===== config.mk =====
export PLATFORM = sky130hd
export DESIGN_NAME = mem_port_arbiter_flat
export DESIGN_NICKNAME = d
export VERILOG_FILES = /design/src/rtl/mem_port_arbiter_pkg.sv /design/src/rtl/mem_port_arbiter_if.sv /design/src/rtl/mem_port_arbiter_rr_pick.sv /design/src/rtl/mem_port_arbiter.sv /design/src/flat_wrapper.sv
export SDC_FILE = /design/constraint.sdc
export NUM_CORES = 1
export LEC_CHECK = 0
export CAP_MARGIN = 20
export CORE_MARGIN = 3
export CORE_UTILIZATION = 39
export DETAILED_ROUTE_END_ITERATION = 10
export PLACE_DENSITY = 0.9
export SLEW_MARGIN = 10
export SYNTH_ARGS = -nofsm -noshare
export SYNTH_HDL_FRONTEND = slang
export SYNTH_SLANG_ARGS = --single-unit

===== constraint.sdc =====
create_clock -name clk -period 2.1 [get_ports clk]
set_input_delay 0.42 -clock clk [delete_from_list [all_inputs] [get_ports clk]]
set_output_delay 0.42 -clock clk [all_outputs]
set_load 0.05 [all_outputs]

===== src/rtl/mem_port_arbiter_pkg.sv =====
// Shared constants and FSM encoding for the memory-port arbiter.
// The package name cpu_pkg is shared with the rest of the CPU.
package cpu_pkg;

  localparam int DATA_W          = 16;
  localparam int TIMEOUT_DEFAULT = 15;

  // The fourth 2-bit code is unused and recovers to ST_IDLE.
  typedef enum logic [1:0] {
    ST_IDLE  = 2'd0,
    ST_SERVE = 2'd1,
    ST_RESP  = 2'd2
  } state_e;

endpackage


===== src/rtl/mem_port_arbiter_if.sv =====
// Requester and memory-side signals of the arbiter, bundled as one interface.
// The slave modport is the arbiter's view; the master modport is its environment.
interface mem_port_arbiter_if;
  import cpu_pkg::*;

  logic              req0, req1;
  logic [DATA_W-1:0] addr0, addr1;
  logic [DATA_W-1:0] wdata0, wdata1;
  logic              we0, we1;
  logic              ack0, ack1;
  logic [DATA_W-1:0] rdata;
  logic              err;
  logic              mem_sel;
  logic              mem_en;
  logic [DATA_W-1:0] mem_addr;
  logic [DATA_W-1:0] mem_wdata;
  logic              mem_we;
  logic              mem_ack;
  logic [DATA_W-1:0] mem_rdata;
  logic              busy;

  modport slave (
    input  req0, req1, addr0, addr1, wdata0, wdata1, we0, we1, mem_ack, mem_rdata,
    output ack0, ack1, rdata, err, mem_sel, mem_en, mem_addr, mem_wdata, mem_we, busy
  );

  modport master (
    output req0, req1, addr0, addr1, wdata0, wdata1, we0, we1, mem_ack, mem_rdata,
    input  ack0, ack1, rdata, err, mem_sel, mem_en, mem_addr, mem_wdata, mem_we, busy
  );

endinterface


===== src/rtl/mem_port_arbiter_rr_pick.sv =====
// Two-way round-robin pick: a lone request wins, a tie goes to the port
// that did not win last time.
module rr_pick (
  input  logic req0,
  input  logic req1,
  input  logic last_grant,
  output logic win,
  output logic any
);

  assign any = req0 | req1;
  assign win = (req0 & req1) ? ~last_grant : req1;

endmodule


===== src/rtl/mem_port_arbiter.sv =====
// Round-robin arbiter for the single 16-bit memory port: one transaction at
// a time, registered port fields, one-cycle ack, timeout with error.
module mem_port_arbiter
  import cpu_pkg::*;
#(
  parameter int TIMEOUT = TIMEOUT_DEFAULT
) (
  input  logic               clk,
  input  logic               rst,
  mem_port_arbiter_if.slave  bus
);

  state_e            state_q, state_d;
  logic [7:0]        cnt_q, cnt_d;
  logic              last_grant_q, last_grant_d;
  logic              sel_q, sel_d;
  logic [DATA_W-1:0] addr_q, addr_d;
  logic [DATA_W-1:0] wdata_q, wdata_d;
  logic              we_q, we_d;
  logic [DATA_W-1:0] rdata_q, rdata_d;
  logic              err_q, err_d;
  logic              ack0_q, ack0_d;
  logic              ack1_q, ack1_d;
  logic              win, any;

  rr_pick u_rr_pick (
    .req0       (bus.req0),
    .req1       (bus.req1),
    .last_grant (last_grant_q),
    .win        (win),
    .any        (any)
  );

  always_comb begin
    // NOTE: every next-state signal gets a default first so no path through
    // the case statement can leave one unassigned and infer a latch.
    state_d      = state_q;
    cnt_d        = cnt_q;
    last_grant_d = last_grant_q;
    sel_d        = sel_q;
    addr_d       = addr_q;
    wdata_d      = wdata_q;
    we_d         = we_q;
    rdata_d      = rdata_q;
    err_d        = err_q;
    ack0_d       = 1'b0;
    ack1_d       = 1'b0;

    case (state_q)
      ST_IDLE: begin
        if (any) begin
          sel_d   = win;
          addr_d  = win ? bus.addr1  : bus.addr0;
          wdata_d = win ? bus.wdata1 : bus.wdata0;
          we_d    = win ? bus.we1    : bus.we0;
          cnt_d   = 8'd0;
          state_d = ST_SERVE;
        end
      end
      ST_SERVE: begin
        // A mem_ack on the last counted cycle still completes successfully.
        if (bus.mem_ack) begin
          rdata_d = bus.mem_rdata;
          err_d   = 1'b0;
          ack0_d  = ~sel_q;
          ack1_d  = sel_q;
          state_d = ST_RESP;
        end else if (cnt_q == 8'(TIMEOUT - 1)) begin
          rdata_d = '0;
          err_d   = 1'b1;
          ack0_d  = ~sel_q;
          ack1_d  = sel_q;
          state_d = ST_RESP;
        end else begin
          cnt_d = cnt_q + 8'd1;
        end
      end
      ST_RESP: begin
        last_grant_d = sel_q;
        state_d      = ST_IDLE;
      end
      default: state_d = ST_IDLE;
    endcase
  end

  always_ff @(posedge clk) begin
    // NOTE: sequential state uses non-blocking assignments so every register
    // samples pre-edge values regardless of statement order.
    if (rst) begin
      state_q      <= ST_IDLE;
      cnt_q        <= 8'd0;
      last_grant_q <= 1'b1;
      sel_q        <= 1'b0;
      addr_q       <= '0;
      wdata_q      <= '0;
      we_q         <= 1'b0;
      rdata_q      <= '0;
      err_q        <= 1'b0;
      ack0_q       <= 1'b0;
      ack1_q       <= 1'b0;
    end else begin
      state_q      <= state_d;
      cnt_q        <= cnt_d;
      last_grant_q <= last_grant_d;
      sel_q        <= sel_d;
      addr_q       <= addr_d;
      wdata_q      <= wdata_d;
      we_q         <= we_d;
      rdata_q      <= rdata_d;
      err_q        <= err_d;
      ack0_q       <= ack0_d;
      ack1_q       <= ack1_d;
    end
  end

  // busy and mem_en decode state only, so they carry no input-to-output path.
  assign bus.busy      = (state_q != ST_IDLE);
  assign bus.mem_en    = (state_q == ST_SERVE);
  assign bus.ack0      = ack0_q;
  assign bus.ack1      = ack1_q;
  assign bus.rdata     = rdata_q;
  assign bus.err       = err_q;
  assign bus.mem_sel   = sel_q;
  assign bus.mem_addr  = addr_q;
  assign bus.mem_wdata = wdata_q;
  assign bus.mem_we    = we_q;

endmodule


===== src/flat_wrapper.sv =====
// flat-port wrapper written by rule: the top's interface ports become plain ports
module mem_port_arbiter_flat import cpu_pkg::*;
#(
  parameter int TIMEOUT = TIMEOUT_DEFAULT
)
  (clk, rst, bus_req0, bus_req1, bus_addr0, bus_addr1, bus_wdata0, bus_wdata1, bus_we0, bus_we1, bus_mem_ack, bus_mem_rdata, bus_ack0, bus_ack1, bus_rdata, bus_err, bus_mem_sel, bus_mem_en, bus_mem_addr, bus_mem_wdata, bus_mem_we, bus_busy);
  mem_port_arbiter_if bus_i ();
  input  logic clk;
  input  logic rst;
  input wire logic [$bits(bus_i.req0)-1:0] bus_req0;
  input wire logic [$bits(bus_i.req1)-1:0] bus_req1;
  input wire logic [$bits(bus_i.addr0)-1:0] bus_addr0;
  input wire logic [$bits(bus_i.addr1)-1:0] bus_addr1;
  input wire logic [$bits(bus_i.wdata0)-1:0] bus_wdata0;
  input wire logic [$bits(bus_i.wdata1)-1:0] bus_wdata1;
  input wire logic [$bits(bus_i.we0)-1:0] bus_we0;
  input wire logic [$bits(bus_i.we1)-1:0] bus_we1;
  input wire logic [$bits(bus_i.mem_ack)-1:0] bus_mem_ack;
  input wire logic [$bits(bus_i.mem_rdata)-1:0] bus_mem_rdata;
  output wire logic [$bits(bus_i.ack0)-1:0] bus_ack0;
  output wire logic [$bits(bus_i.ack1)-1:0] bus_ack1;
  output wire logic [$bits(bus_i.rdata)-1:0] bus_rdata;
  output wire logic [$bits(bus_i.err)-1:0] bus_err;
  output wire logic [$bits(bus_i.mem_sel)-1:0] bus_mem_sel;
  output wire logic [$bits(bus_i.mem_en)-1:0] bus_mem_en;
  output wire logic [$bits(bus_i.mem_addr)-1:0] bus_mem_addr;
  output wire logic [$bits(bus_i.mem_wdata)-1:0] bus_mem_wdata;
  output wire logic [$bits(bus_i.mem_we)-1:0] bus_mem_we;
  output wire logic [$bits(bus_i.busy)-1:0] bus_busy;
  assign bus_i.req0 = bus_req0;
  assign bus_i.req1 = bus_req1;
  assign bus_i.addr0 = bus_addr0;
  assign bus_i.addr1 = bus_addr1;
  assign bus_i.wdata0 = bus_wdata0;
  assign bus_i.wdata1 = bus_wdata1;
  assign bus_i.we0 = bus_we0;
  assign bus_i.we1 = bus_we1;
  assign bus_i.mem_ack = bus_mem_ack;
  assign bus_i.mem_rdata = bus_mem_rdata;
  assign bus_ack0 = bus_i.ack0;
  assign bus_ack1 = bus_i.ack1;
  assign bus_rdata = bus_i.rdata;
  assign bus_err = bus_i.err;
  assign bus_mem_sel = bus_i.mem_sel;
  assign bus_mem_en = bus_i.mem_en;
  assign bus_mem_addr = bus_i.mem_addr;
  assign bus_mem_wdata = bus_i.mem_wdata;
  assign bus_mem_we = bus_i.mem_we;
  assign bus_busy = bus_i.busy;
  mem_port_arbiter #(.TIMEOUT(TIMEOUT)) u_core (.clk(clk), .rst(rst), .bus(bus_i));
endmodule

# Word level (Yosys, flattened, before mapping)
# Index checks and enable logic that the tools add are counted.
word_totals:
  reg_bits: 64
  inputBits: 87
  out_inout_bits: 55
  word_cells: 53
op_classes:
  n_addsub: 1
  eq_ne: 7
  n_mux: 20
  bitwise_logic: 5
  n_reduce_logical: 9
op_table:
  columns: ["op", "count"]
  rows:
  - ["16-bit 2-to-1 mux", 4]
  - ["8-bit 2-to-1 mux", 3]
  - ["8-bit one-hot mux with 2 select lines", 1]
  - ["8-bit by 1-bit adder with 8-bit output (second input constant)", 1]
  - ["8-bit by 4-bit equality test with 1-bit output (second input constant)", 1]
  - ["1-bit 2-to-1 mux", 8]
  - ["2-bit 2-to-1 mux", 3]
  - ["2-bit AND reduction", 3]
  - ["2-bit nonzero test", 3]
  - ["2-bit != test (second input constant)", 2]
  - ["2-bit one-hot mux with 2 select lines", 1]
  - ["4-bit AND reduction", 1]
  - ["3-bit by 2-bit != test with 1-bit output (second input constant)", 1]
  - ["1-bit inverter", 3]
  - ["2-bit by 1-bit equality test with 1-bit output (second input constant)", 1]
  - ["2-bit equality test (second input constant)", 1]
  - ["2-bit logical NOT", 1]
  - ["2-bit by 1-bit != test with 1-bit output (second input constant)", 1]
  - ["2-bit OR reduction", 1]
  - ["1-bit bitwise AND", 1]
  - ["1-bit OR", 1]

# Depth between registers and ports, before layout
# Gate-level depths: netlist of run 1.
depth:
  ltp_word: 4
  depth_mapped: 7
  depth_no_buf: 6

# By module
# From an unflattened synthesis of run 1, not the netlist that was laid out.
hier_totals:
  cells_unflattened: 271
  area_unflattened_um2: 2720.1
modules_own_cells:
  columns: ["module", "n_inst", "cells_per_inst", "area_each_um2", "seq_area_each_um2"]
  rows:
  - ["mem_port_arbiter", 1, 269, 2706.3, 1281.2]
  - ["rr_pick", 1, 2, 13.8, 0.0]

# Worst setup path after synthesis of run 1
# OpenSTA, ideal clock, no wires.
synth_path:
  kind: "reg-to-reg"
  startpoint: "register u_core.state_q[1]"
  endpoint: "register u_core.addr_q[10] (netlist: u_core.bus.mem_addr[10])"
  setup_ns: 0.134
  arrival_time_ns: 1.472
  slack_ns: 0.494
  stages_incl_launch_ff: 6
  path_cell_list: "dfxtp_1 or2_1 nor2_1 buf_2 buf_2 a211oi_1"
synth_via:
  elab_chain_cells: 2
synth_rtl:
  columns: ["item", "line", "rtl"]
  rows:
  - ["start: declaration", "mem_port_arbiter.sv:13", "state_e state_q, state_d;"]
  - ["start signal: assignment", "mem_port_arbiter.sv:102", "state_q <= state_d;"]
  - ["2-bit logical NOT", "mem_port_arbiter.sv:49", "case (state_q)"]
  - ["2-bit AND reduction (no line)", null, null]
  - ["end signal: assignment", "mem_port_arbiter.sv:106", "addr_q <= addr_d;"]
  - ["end: declaration", "mem_port_arbiter.sv:17", "logic [DATA_W-1:0] addr_q, addr_d;"]
# No other way between the ends.
# A chain may end at the register's enable or synchronous reset.

# Worst setup path after layout of run 1
layout_path:
  startpoint: "register u_core.sel_q (netlist: u_core.bus.mem_sel)"
  endpoint: "output bus_mem_sel"
layout_rtl:
  columns: ["item", "line", "rtl"]
  rows:
  - ["start: declaration", "mem_port_arbiter.sv:16", "logic sel_q, sel_d;"]
  - ["start signal: assignment", "mem_port_arbiter.sv:105", "sel_q <= sel_d;"]
  - ["end: declaration", "flat_wrapper.sv:24", "output wire logic [$bits(bus_i.mem_sel)-1:0] bus_mem_sel;"]
# No word-level cell between the ends.

==> flow_metrics.py, run 1 <==
metrics = {
    "timing": {
        "period_needed_ps": 2060,
        "rsz0062_at_grt": "false",
        "max_slew_margin": 0.648,
        "fin_ws_ps": 41.3,
        "tightest_slew_ps": 527,
        "period_share": 0.980,
        "fin_worst_skew_ps": 9.85,
        "drv_slew": 0,
        "hold_viol": 0,
        "setup_viol": 0,
        "tns_ps": 0,
        "clock.fmax_mhz": 486,
    },
    "setup_path": {
        "cp_max_fo": 5,
        "crit_path_end_kind": "output pin",
        "ff2ff_path_depth": 6,
        "start_kind": "flop",
        "regToRegStartpoint": "u_core.cnt_q[0]$_SDFFE_PP0P_",
        "cp_num_cells": 1,
        "critPathBufInv": 1,
        "r2r_slack_ps": 490,
        "crit-reg2reg-capture": "u_core.cnt_q[7]$_SDFFE_PP0P_",
        "cp_slowest_stage_delay_ps": 860,
        "cpLargestDelayFamily": "buffers and inverters",
        "crit_slowest_cell": "clkdlybuf4s50_1",
        "critical_path_class": "reg2out",
        "required_ps": 1680,
        "critPathLaunch": "u_core.bus.mem_sel$_SDFFE_PP0P_",
        "crit_end": "bus_mem_sel",
        "crit_arrival_ps": 1640,
        "crit_chain": "clkdlybuf4s50_1",
    },
    "pwr": {
        "peakVddDrop_uv": 437,
        "power_frac_comb": 0.297,
        "clockPowerShare": 0.300,
        "p_int_mw": 2.31,
        "p_leak_nw": 1.69,
        "p_per_area_mw_per_mm2": 764,
        "power.switching_mw": 1.07,
        "power_mw": 3.38,
        "seqPwrFrac": 0.403,
        "switching_share": 0.318,
    },
    "outcome": {
        "status": "finished, final reports clean",
    },
    "logic_synthesis": {
        "syn_avg_cell_area_um2": 10.1,
        "yosysSeqAreaShare": 0.469,
        "ys.flop_type": "dfxtp_1",
        "synth_warnings": 0,
        "synth_top_area_share": 0.469,
        "synth.largest_area_cell": "dfxtp_1",
        "synthTopCellsByArea": "dfxtp_1 47%, mux2i_1 12%, a211oi_1 9.3%",
        "synth_area_mm2": 0.00273,
        "ys_async_sr_fraction": 0,
        "syn_inst": 270,
        "synth_edf_count": 0,
        "ys_types": 46,
        "synth_fp_nets": 359,
        "ys_ff_latch": 64,
    },
    "cells_and_area": {
        "antennaDiodeCount": 0,
        "final_net_count": 497,
        "drive_gt1_frac": 0.104,
        "fillers": 524,
        "layout_commonest_cell": "clkdlybuf4s50_1",
        "layout_common_cells": "138 x clkdlybuf4s50_1, 64 x dfxtp_1, 37 x nor2_1",
        "area_growth_syn_to_layout_pct": 62.0,
        "postLayoutCellArea_mm2": 0.00442,
    },
    "route": {
        "drt-pass1-iter-count": 4,
        "vias": 2557,
        "drt.antenna.violating_nets": 0,
        "wl_per_cell_um": 14.7,
        "route.detailed.drc": 0,
        "wl_mm": 7.42,
        "drt_iter0_drc": 151,
        "via_per_inst": 5.06,
    },
    "place": {
        "pre_cts_slack_ps": 122,
        "dp_hpwl_mm": 5.75,
        "dpl_cell_area_mm2": 0.00424,
        "portBuffers": 141,
        "gp_congestion": 0.860,
    },
    "floorplanning": {
        "die_w_um": 89.7,
        "num_rows": 29,
        "start_util": 0.416,
        "io_pins": 142,
        "die_h_um": 89.7,
        "core-area_mm2": 0.00657,
        "die_area_mm2": 0.00804,
    },
    "clock_network": {
        "path_clk_slew_ps": 60,
        "clk_latency_ps": 330,
        "htreeDepth": 3,
        "cts-root-buf": "clkbuf_8",
        "post_cts_buffers": 0,
        "ctsResizeCount": 0,
        "cts_max_path_buffers": 2,
        "cts_made_buffers": 9,
        "numClockSinks": 64,
        "cts_tree": "done",
        "cts_hold_buf": 0,
    },
    "global_routing": {
        "gr-total-overflow": 0,
        "grt_pass1_vias": 2535,
        "grt_busiest_layer": "met2",
        "grt_pass1_wl_mm": 11.6,
        "grt_use_met1": 0.192,
        "grtUsageMet3": 0.0839,
        "grt_max_degree": 45,
        "grt.met2_usage": 0.331,
        "antenna_found_initial": 0,
        "track_usage": 0.187,
    },
    "min_path": {
        "hold_path_class": "reg2reg",
        "holdPathStages": 1,
    },
    "flow_run": {
        "maxCapViolCount": 0,
    },
}
## per-stage QoR
step	hold slack, ps	std cells	utilization
4_1_cts	486	505	0.673
5_1_grt	492	505	0.673
3_5_place_dp	466	490	0.645
3_3_place_gp	461	490	0.645
6_report	481	505	0.673
2_1_floorplan	473	270	-
## power by group through the flow
stage                     Clock [mW]  Combinational [mW]  Sequential, mW
after floorplan                    0               0.281            1.70
after global placement             0               0.993            1.38
after detailed placement           0                1.01            1.39
after CTS                       1.05                1.01            1.36
after global routing            1.09                1.07            1.37
final                           1.01                1.00            1.36
## sequential cells by signal (all words and copies together), names as in the netlist
register / cells
u_core.state_q: 2
u_core.last_grant_q: 1
u_core.bus.err: 1
u_core.bus.ack1: 1
u_core.bus.ack0: 1
u_core.bus.rdata: 16
u_core.cnt_q: 8
u_core.bus.mem_addr: 16
u_core.bus.mem_sel: 1
u_core.bus.mem_wdata: 16
u_core.bus.mem_we: 1
## layer usage
metal | share of wire | vias to the layer above
met5 | 0 | -
met4 | 0.015 | 0
li1 | - | 1269
met3 | 0.11 | 12
met1 | 0.37 | 1162
met2 | 0.51 | 114
## logic make-up after synthesis
logic type	Yosys count	share of synthesized area
compound gates	74	0.209
fa+ha+maj	2	0.00916
buf+inv	25	0.0500
mux	33	0.121
flops	64	0.469
simple gates	72	0.142
## worst min-delay path by stage
stage                                       from  slack, ps                                end
2_1_floorplan       u_core.cnt_q[6]$_SDFFE_PP0P_        470       u_core.cnt_q[6]$_SDFFE_PP0P_
3_3_place_gp   u_core.bus.rdata[13]$_SDFFE_PP0P_        460  u_core.bus.rdata[13]$_SDFFE_PP0P_
3_5_place_dp   u_core.bus.rdata[13]$_SDFFE_PP0P_        470  u_core.bus.rdata[13]$_SDFFE_PP0P_
4_1_cts        u_core.bus.rdata[13]$_SDFFE_PP0P_        490  u_core.bus.rdata[13]$_SDFFE_PP0P_
5_1_grt        u_core.bus.rdata[13]$_SDFFE_PP0P_        490  u_core.bus.rdata[13]$_SDFFE_PP0P_
6_report       u_core.bus.rdata[13]$_SDFFE_PP0P_        480  u_core.bus.rdata[13]$_SDFFE_PP0P_
## synth_stat cells (5+ instances only)
| cell | n |
|---|---|
| dfxtp_1 | 64 |
| nor2_1 | 38 |
| a211oi_1 | 34 |
| mux2i_1 | 33 |
| a21oi_1 | 10 |
| a22o_1 | 10 |
| buf_2 | 7 |
| clkbuf_1 | 7 |
| a22o_2 | 6 |
| nand3_1 | 6 |
| buf_4 | 5 |
## layout make-up
type                            count  area, um2  share of cell area
Clock inverter                      3       42.5             0.00962
Tap cell                           93        116              0.0263
Multi-Input combinational cell    181       1330               0.301
Timing Repair Buffer              148       1490               0.337
Sequential cell                    64       1280               0.290
Inverter                            4       15.0             0.00339
Clock buffer                       12        145              0.0328
Note: power is estimated with default switching activity, not from simulation.
==> inputs of run 2 (changes only) <==
==> constraint.sdc (replaced) <==
create_clock -name clk -period 2.1 [get_ports clk]
set_input_delay 0.315 -clock clk [delete_from_list [all_inputs] [get_ports clk]]
set_output_delay 0.315 -clock clk [all_outputs]
set_load 0.05 [all_outputs]
==> flow_metrics.py, run 2 (same netlist as run 1, synthesis figures left out) <==
metrics = {
    "timing": {
        "max_slew_margin": 0.645,
        "period_share": 0.912,
        "drv_slew": 0,
        "hold_viol": 0,
        "period_needed_ps": 1910,
        "tns_ps": 0,
        "fin_worst_skew_ps": 12.0,
        "rsz0062_at_grt": "false",
        "tightest_slew_ps": 531,
        "clock.fmax_mhz": 522,
        "setup_viol": 0,
    },
    "global_routing": {
        "gr-total-overflow": 0,
        "grt_max_degree": 45,
        "grt_pass1_vias": 2518,
        "grt_pass1_wl_mm": 11.5,
        "antenna_found_initial": 0,
        "track_usage": 0.185,
    },
    "clock_network": {
        "numClockSinks": 64,
        "cts_tree": "done",
        "cts_max_path_buffers": 2,
        "clk_latency_ps": 330,
        "path_clk_slew_ps": 60,
        "cts_made_buffers": 9,
        "cts-root-buf": "clkbuf_8",
        "htreeDepth": 3,
    },
    "setup_path": {
        "crit_path_end_kind": "output pin",
        "regToRegStartpoint": "u_core.cnt_q[0]$_SDFFE_PP0P_",
        "crit-reg2reg-capture": "u_core.cnt_q[7]$_SDFFE_PP0P_",
        "cp_num_cells": 1,
        "r2r_slack_ps": 510,
        "cp_slowest_stage_delay_ps": 850,
        "cp_max_fo": 5,
        "crit_arrival_ps": 1600,
        "crit_end": "bus_mem_sel",
        "ff2ff_path_depth": 6,
        "crit_slowest_cell": "clkdlybuf4s50_1",
        "critical_path_class": "reg2out",
        "critPathLaunch": "u_core.bus.mem_sel$_SDFFE_PP0P_",
        "start_kind": "flop",
        "critPathBufInv": 1,
        "cpLargestDelayFamily": "buffers and inverters",
        "required_ps": 1780,
        "crit_chain": "clkdlybuf4s50_1",
    },
    "cells_and_area": {
        "antennaDiodeCount": 0,
        "final_net_count": 496,
        "stdcell_count": 505,
        "drive_gt1_frac": 0.104,
        "layout_commonest_cell": "clkdlybuf4s50_1",
        "area_growth_syn_to_layout_pct": 63.2,
        "layout_common_cells": "138 x clkdlybuf4s50_1, 64 x dfxtp_1, 37 x nor2_1",
        "final_util": 0.678,
    },
    "floorplanning": {
        "die_w_um": 89.7,
        "core-area_mm2": 0.00657,
        "die_h_um": 89.7,
        "die_area_mm2": 0.00804,
        "start_util": 0.416,
        "io_pins": 142,
        "num_rows": 29,
    },
    "route": {
        "drt_iter0_drc": 76,
        "route.detailed.drc": 0,
        "via_per_inst": 5.13,
        "wl_per_cell_um": 14.8,
        "drt.antenna.violating_nets": 0,
        "wl_mm": 7.48,
        "drt-pass1-iter-count": 4,
        "vias": 2589,
    },
    "pwr": {
        "peakVddDrop_uv": 403,
        "p_leak_nw": 1.72,
        "p_per_area_mw_per_mm2": 810,
    },
    "place": {
        "dp_hpwl_mm": 5.80,
        "gp_congestion": 0.852,
        "dp.cells": 489,
        "portBuffers": 141,
    },
    "min_path": {
        "hold_path_class": "in2reg",
    },
    "flow_run": {
        "maxCapViolCount": 0,
    },
    "outcome": {
        "status": "finished, final reports clean",
    },
}
## run 2: layout make-up
class                      instances  area, um2
timing repair buffer             147       1480
multi-input combinational        181       1330
fill                             533       2110
clock buffer                      10        128
sequential                        64       1280
clock inverter                     6        108
inverter                           4       15.0
tap                               93        116
## run 2: power breakdown
part	leakage, nW	switching, mW	internal (mW)	total, mW
registers	0.526	0.0498	1.31	1.36
logic	1.07	0.582	0.419	1.00
clock network	0.116	0.463	0.785	1.25
total	1.72	1.10	2.51	3.61
## run 2: what timing repair did
action	CTS	global route
endpoints found under the setup margin	0	1
resized for setup	0	1
hold buffers	0	0
setup buffers	0	0
## run 2: how the worst min path moves through the flow
stage / startpoint / end / slack [ps] / depth (start not counted)
detailed placement: u_core.bus.rdata[13]$_SDFFE_PP0P_ / u_core.bus.rdata[13]$_SDFFE_PP0P_ / 470 / 1
global placement: u_core.bus.rdata[9]$_SDFFE_PP0P_ / u_core.bus.rdata[9]$_SDFFE_PP0P_ / 460 / 1
CTS: rst / u_core.bus.mem_sel$_SDFFE_PP0P_ / 420 / 2
finish: rst / u_core.bus.mem_sel$_SDFFE_PP0P_ / 440 / 2
floorplan: bus_mem_ack / u_core.bus.err$_SDFFE_PP0P_ / 410 / 1
global route: rst / u_core.bus.mem_wdata[15]$_SDFFE_PP0P_ / 490 / 2
## run 2: stage by stage
step / power, mW / setup slack [ps] / area, um2 / hold WS [ps]
floorplan: 1.98 / 494 / 2730 / 412
global placement: 2.37 / 248 / 4220 / 461
detailed placement: 2.39 / 158 / 4220 / 469
CTS: 3.65 / 14.2 / 4450 / 415
global route: 3.77 / 123 / 4460 / 489
finish: 3.61 / 185 / 4460 / 435
## run 2: metal layers
metal  vias up  global-route usage  part of all wire
met1      1195               0.208              0.37
li1       1264                   -                 -
met2       118               0.311              0.50
met4         0              0.0731             0.017
met3        12              0.0794              0.11
met5         -                   0                 0
